<file path="src/rtl/os_processing_element.sv">
// Output-stationary MAC cell: pipelined multiplier feeding an accumulator that
// closes a dot product every Thres+1 terms, with act/wei forwarding and a scan chain.
module os_processing_element #(
  parameter int WIDTH_A                     = 16,
  parameter int WIDTH_B                     = 16,
  parameter int WIDTH_MAC                   = 48,
  parameter int WIDTH_T                     = 2,
  parameter int ZERO_GATING_MULT            = 1,
  parameter int ZERO_GATING_ADD             = 1,
  parameter int MM_APPROX                   = 1,
  parameter int M_APPROX                    = 1,
  parameter int AA_APPROX                   = 1,
  parameter int A_APPROX                    = 1,
  parameter int MUL_TYPE                    = 0,
  parameter int ADD_TYPE                    = 0,
  parameter int STAGE                       = 5,
  parameter int ARITHMETIC                  = 0,
  parameter int SIGNED                      = 0,
  parameter int INTERMEDIATE_PIPELINE_STAGE = 0
) (
  input  logic                 clk,
  input  logic                 rst_n,
  input  logic [WIDTH_A-1:0]   act,
  input  logic [WIDTH_B-1:0]   wei,
  input  logic [WIDTH_MAC-1:0] MAC_IN,
  input  logic                 pipeline_en,
  input  logic                 reg_clear,
  input  logic                 cell_en,
  input  logic                 cell_sc_en,
  input  logic                 c_switch,
  input  logic                 cscan_en,
  input  logic [WIDTH_T-1:0]   Thres,
  output logic                 cell_out,
  output logic                 c_switch_out,
  output logic [WIDTH_A-1:0]   act_out,
  output logic [WIDTH_B-1:0]   wei_out,
  output logic [WIDTH_MAC-1:0] MAC_out
);

  localparam logic [WIDTH_MAC-1:0] ALL_ONES = {WIDTH_MAC{1'b1}};
  localparam logic [WIDTH_MAC-1:0] MUL_MASK = (MUL_TYPE == 1) ? (ALL_ONES << M_APPROX) : ALL_ONES;
  localparam logic [WIDTH_MAC-1:0] ADD_MASK = (ADD_TYPE == 1) ? (ALL_ONES << A_APPROX) : ALL_ONES;
  localparam logic [WIDTH_MAC-1:0] SMAX     = {1'b0, {(WIDTH_MAC-1){1'b1}}};
  localparam logic [WIDTH_MAC-1:0] SMIN     = {1'b1, {(WIDTH_MAC-1){1'b0}}};

  logic [WIDTH_MAC-1:0] actExt, weiExt, mulRaw, stage1_d;
  logic [WIDTH_MAC-1:0] prod_q [STAGE];
  logic [STAGE-1:0]     valid_q, csw_q;
  logic [WIDTH_MAC-1:0] prodAl;
  logic                 validAl, cswAl;
  logic [WIDTH_MAC-1:0] acc_q, macOut_q, termSum, satSum;
  logic [WIDTH_MAC:0]   sumWide;
  logic [WIDTH_T-1:0]   count_q;
  logic                 cellOut_q, cswOut_q, done, accWrite;
  logic [WIDTH_A-1:0]   actOut_q;
  logic [WIDTH_B-1:0]   weiOut_q;

  // Operands are widened to the accumulator width first, so the low bits of the
  // product are correct for both two's-complement and unsigned operands.
  always_comb begin
    actExt = {{(WIDTH_MAC-WIDTH_A){(SIGNED != 0) & act[WIDTH_A-1]}}, act};
    weiExt = {{(WIDTH_MAC-WIDTH_B){(SIGNED != 0) & wei[WIDTH_B-1]}}, wei};
    mulRaw = actExt * weiExt;
    stage1_d = mulRaw & MUL_MASK;
    if ((ZERO_GATING_MULT != 0) && ((act == '0) || (wei == '0))) stage1_d = '0;
  end

  always_ff @(posedge clk) begin
    if (rst_n || reg_clear) begin
      for (int i = 0; i < STAGE; i++) prod_q[i] <= '0;
      valid_q <= '0;
      csw_q   <= '0;
    end else if (pipeline_en) begin
      prod_q[0]  <= stage1_d;
      valid_q[0] <= cell_en;
      csw_q[0]   <= c_switch;
      for (int i = 1; i < STAGE; i++) begin
        prod_q[i]  <= prod_q[i-1];
        valid_q[i] <= valid_q[i-1];
        csw_q[i]   <= csw_q[i-1];
      end
    end
  end

  if (INTERMEDIATE_PIPELINE_STAGE != 0) begin : g_im
    logic [WIDTH_MAC-1:0] imProd_q;
    logic                 imValid_q, imCsw_q;
    always_ff @(posedge clk) begin
      if (rst_n || reg_clear) begin
        imProd_q  <= '0;
        imValid_q <= 1'b0;
        imCsw_q   <= 1'b0;
      end else if (pipeline_en) begin
        imProd_q  <= prod_q[STAGE-1];
        imValid_q <= valid_q[STAGE-1];
        imCsw_q   <= csw_q[STAGE-1];
      end
    end
    assign prodAl  = imProd_q;
    assign validAl = imValid_q;
    assign cswAl   = imCsw_q;
  end else begin : g_no_im
    assign prodAl  = prod_q[STAGE-1];
    assign validAl = valid_q[STAGE-1];
    assign cswAl   = csw_q[STAGE-1];
  end

  // A c_switch arriving without a product closes whatever has been accumulated.
  always_comb begin
    sumWide = {1'b0, acc_q} + {1'b0, prodAl};
    satSum  = sumWide[WIDTH_MAC-1:0];
    if (ARITHMETIC != 0) begin
      if (SIGNED != 0) begin
        if ((acc_q[WIDTH_MAC-1] == prodAl[WIDTH_MAC-1]) &&
            (satSum[WIDTH_MAC-1] != acc_q[WIDTH_MAC-1]))
          satSum = acc_q[WIDTH_MAC-1] ? SMIN : SMAX;
      end else if (sumWide[WIDTH_MAC]) begin
        satSum = ALL_ONES;
      end
    end
    termSum  = validAl ? (satSum & ADD_MASK) : acc_q;
    done     = cswAl || (validAl && (count_q == Thres));
    accWrite = validAl && !((ZERO_GATING_ADD != 0) && (prodAl == '0));
  end

  always_ff @(posedge clk) begin
    if (rst_n || reg_clear) begin
      acc_q     <= '0;
      count_q   <= '0;
      macOut_q  <= '0;
      cellOut_q <= 1'b0;
      cswOut_q  <= 1'b0;
      actOut_q  <= '0;
      weiOut_q  <= '0;
    end else if (pipeline_en) begin
      actOut_q <= act;
      weiOut_q <= wei;
      cswOut_q <= c_switch;
      if (done) begin
        acc_q   <= '0;
        count_q <= '0;
      end else if (validAl) begin
        count_q <= count_q + 1'b1;
        if (accWrite) acc_q <= termSum;
      end
      if (cscan_en && cell_sc_en) begin
        macOut_q  <= MAC_IN;
        cellOut_q <= 1'b0;
      end else if (done && cell_sc_en) begin
        macOut_q  <= termSum;
        cellOut_q <= 1'b1;
      end else begin
        cellOut_q <= 1'b0;
      end
    end
  end

  assign MAC_out      = macOut_q;
  assign cell_out     = cellOut_q;
  assign c_switch_out = cswOut_q;
  assign act_out      = actOut_q;
  assign wei_out      = weiOut_q;

endmodule

</file>
<file path="config.mk">
export PLATFORM = sky130hd
export DESIGN_NAME = os_processing_element
export DESIGN_NICKNAME = d
export VERILOG_FILES = /design/src/rtl/os_processing_element.sv
export SDC_FILE = /design/constraint.sdc
export NUM_CORES = 1
export LEC_CHECK = 0
export BUFFER_PORTS_ARGS = -buffer_cell sky130_fd_sc_hd__buf_2
export CORE_ASPECT_RATIO = 0.5
export CORE_MARGIN = 2
export CORE_UTILIZATION = 50
export CTS_BUF_LIST = sky130_fd_sc_hd__clkbuf_8
export DETAILED_ROUTE_END_ITERATION = 12
export GPL_ROUTABILITY_DRIVEN = 0
export PLACE_DENSITY = 0.65
export SLEW_MARGIN = 40
export SYNTH_ARGS = -nofsm -noshare
export SYNTH_HDL_FRONTEND = slang
export SYNTH_SLANG_ARGS = --single-unit
</file>
<file path="constraint.sdc">
create_clock -name clk -period 12 [get_ports clk]
set_clock_uncertainty 0.1 [all_clocks]
set_input_delay 2.4 -clock clk [delete_from_list [all_inputs] [get_ports clk]]
set_output_delay 2.4 -clock clk [all_outputs]
set_load 0.01 [all_outputs]
</file>
==> impl_metrics.csv <==
group,metric,value,unit
logic_synthesis,postSynthAreaPerCell,9.587,um2
logic_synthesis,synth_cells,2322,
layout,layout-drive-gt1-share,0.1171,
drt,drt_iter0_drc,1344,
global_routing,grt_pass1_vias,16423,
drt,ant_nets,0,
worst_setup_path,path_common_cell,"fa_1",
global_routing,grt_pass1_wl,87.89,mm
clocking,postCtsHoldBufs,0,
drt,dr_wl_met2,25.24,mm
placed_design,io_buffers,171,
logic_synthesis,syn_area,0.02226,mm2
global_routing,grt_max_degree,128,
drt,dr_wl_met3,2.978,mm
logic_synthesis,synth_common_cells,"inv_1, nand2_1, fa_1, nor2_1, edfxtp_1",
clocking,cts_setup_buffers,0,
run,max_cap_violations,0,
global_routing,grt_usage,0.2367,
logic_synthesis,synth_largest_area_cell,"edfxtp_1",
worst_setup_path,path_cells,"buf_2 > nand2_1 > fa_1 > inv_1 > fa_1 > fa_1 > fa_1 > fa_1 > inv_1 > fa_1 > inv_1 > ha_1 > a21oi_1 > nand2_1 > a2111o_1 > a31oi_1 > o21ai_1 > a21oi_2 > o21ai_1 > mux2_1",
clocking,clk_pin_slew,0.07,ns
drt,dr.pass1.iters,6,
outcome,status,"finished, final reports clean",
timing,period_needed,8.034,ns
global_routing,gr-total-overflow,0,
worst_hold_path,hp-class,"reg -> reg",
timing,slew_headroom,0.4703,
logic_synthesis,yosys_warnings,0,
timing,rsz0062_at_grt,"false",
logic_synthesis,synth-edff-count,160,
drt,wl_met1,24.93,mm
drt,drt_wl_total,54.44,mm
logic_synthesis,synth-main-ff-cell,"edfxtp_1",
worst_setup_path,worstPathArrival,8.25,ns
logic_synthesis,ys_ff_latch,301,
timing,max_freq,0.1245,GHz
clocking,clk_path_buf_depth,3,
floorplan,dieWidth,302.4,um
power,power_density,208.9,mW/mm2
timing,final_max_slew_viol_count,0,
floorplan,rows,54,
logic_synthesis,synthMostInstantiatedCell,"inv_1",
worst_setup_path,path_max_fanout,18,
clocking,cts_sinks,301,
layout,nets,2837,
global_routing,antenna_found_initial,0,
worst_setup_path,cp-start-kind,"input pin",
worst_setup_path,cp_slowest_stage_delay,0.60,ns
logic_synthesis,ys_types,83,
clocking,h-tree-depth,2,
logic_synthesis,synth_area_leaders,"edfxtp_1, fa_1, dfxtp_1",
clocking,clock_latency,0.59,ns
worst_setup_path,worstSetupPathType,"in -> reg",
drt,wl_per_cell,17.91,um
power,ir_worst_vdd,0.3057,mV
floorplan,initial_core_util,0.5085,
timing,hold_viol_final,0,
power,p_leak,0.01153,uW
floorplan,dieHeight,153.2,um
drt,via_per_inst,5.511,
timing,worstMarginPinSlew,0.7945,ns
drt,top_layer_used,"met4",
logic_synthesis,yosys.area.top_type_share,0.2158,
floorplan,die-area,0.04633,mm2
worst_setup_path,cp_slowest_cell,"fa_1",
logic_synthesis,ys_async_sr_fraction,0,
floorplan,io_pins,172,
clocking,cts_root_buf,"clkbuf_8",
drt,vias,16752,
floorplan,core,0.04378,mm2
worst_setup_path,cp-end-kind,"flop",
timing,finalSetupViolCount,0,
timing,post-route-period-util,0.6695,
clocking,tritoncts,"built",
layout,utilization,0.5567,
placed_design,hpwl,38.86,mm
logic_synthesis,synth_seq_area_share,0.3426,
logic_synthesis,synth_nets,2743,
clocking,cts.repair.resized,0,
worst_setup_path,required,12.21,ns
layout,area_growth,9.482,%
drt,post-route-drc-count,0,
timing,tns,0,ns
clocking,cts_buffers,48,
[cell families (layout without fill, tap and decap cells)]
kind of cell	after synthesis	count (layout)	synth area share
adders and majority gates	331	331	0.2518
DFF	301	301	0.3426
xor gates and xnor gates	65	65	0.02557
AOI/OAI and AO/OA	356	356	0.1011
buffers and inverters	382	511	0.06542
other	0	1	0
muxes	64	64	0.02906
and+or+nand+nor	823	823	0.1844
[per-layer routing]
metal	GRT usage	vias to the layer above
met2	0.3817	459
met3	0.03127	96
met1	0.3355	8196
met5	0	-
met4	0.06732	0
li1	-	8001
[report_power, final]
group,leakage [uW],switching (uW),internal [uW]
registers,0.00300,20.1,1160
logic,0.00800,1810,1250
clock network,0.000535,415,443
[critical path, delay by kind of cell]
kind            cells  cell delay [ns]
compound gates      6             1.31
fa+ha+maj           7             3.45
buf+inv             4             0.52
mux                 1             0.33
simple gates        2             0.23
[registers in the layout, indices dropped and copies added, names as in the netlist]
| register | flops |
|---|---|
| MAC_out | 48 |
| acc_q | 48 |
| act_out | 16 |
| cell_out | 1 |
| count_q | 2 |
| csw_q | 5 |
| prod_q | 160 |
| valid_q | 5 |
| wei_out | 16 |
[area by class of cell]
cell class	count	area (um2)
Clock buffer	52	715.7
Inverter	240	900.9
Tap cell	588	735.7
Antenna cell	1	2.502
Sequential cell	301	7629
Timing Repair Buffer	186	989.7
Multi-Input combinational cell	1639	13200
Fill cell	3995	19410
Clock inverter	33	197.7
[placed cells by master, fill, tap and decap left out, types with 5 or more instances in the layout]
cell,synthesis,final
o211ai_1,12,12
inv_1,240,258
nand3_1,26,26
o21ai_0,66,66
clkbuf_8,0,52
mux2i_1,59,59
o31ai_1,7,7
and4_1,5,5
nor2b_1,8,8
a31oi_1,23,23
buf_6,2,5
xor2_1,31,31
buf_4,0,11
a22o_1,5,5
or3_1,7,7
ha_1,136,136
a22oi_1,6,6
edfxtp_1,160,160
nor4_1,18,18
nand4_1,16,16
clkinv_1,0,7
a32oi_1,5,5
o21bai_1,5,5
a211oi_1,14,14
dfxtp_1,141,140
nand2_1,237,236
nor2_1,187,185
nor3_1,12,12
xnor2_1,34,34
o21ai_1,13,12
nand2b_1,8,8
a21o_1,24,24
fa_1,195,195
and2_1,131,131
a21oi_1,126,126
buf_2,5,170
and3_1,144,144
[through the flow]
step	setup WS, ns	area, um2	cells	hold slack (ns)	total power (uW)
after floorplan	3.681	22260	2322	0.3431	3517
after global placement	3.547	23440	2954	0.3323	4221
after detailed placement	3.449	23450	2954	0.3466	4254
after CTS	4.071	24370	3039	0.3552	5136
after global routing	3.729	24370	3039	0.3787	5545
final	3.966	24370	3040	0.3520	5092
[path summary, 6_finish.rpt]
check,from,endpoint,slack [ns],cells past startpoint
setup / recovery,act[8],prod_q[0][24],3.97,20
hold / removal,MAC_out[34],MAC_out[34],0.35,2
setup reg to reg,prod_q[0][192],MAC_out[42],8.23,12
hold reg to reg,MAC_out[34],MAC_out[34],0.35,2
Note: power is estimated with default switching activity, not from simulation.
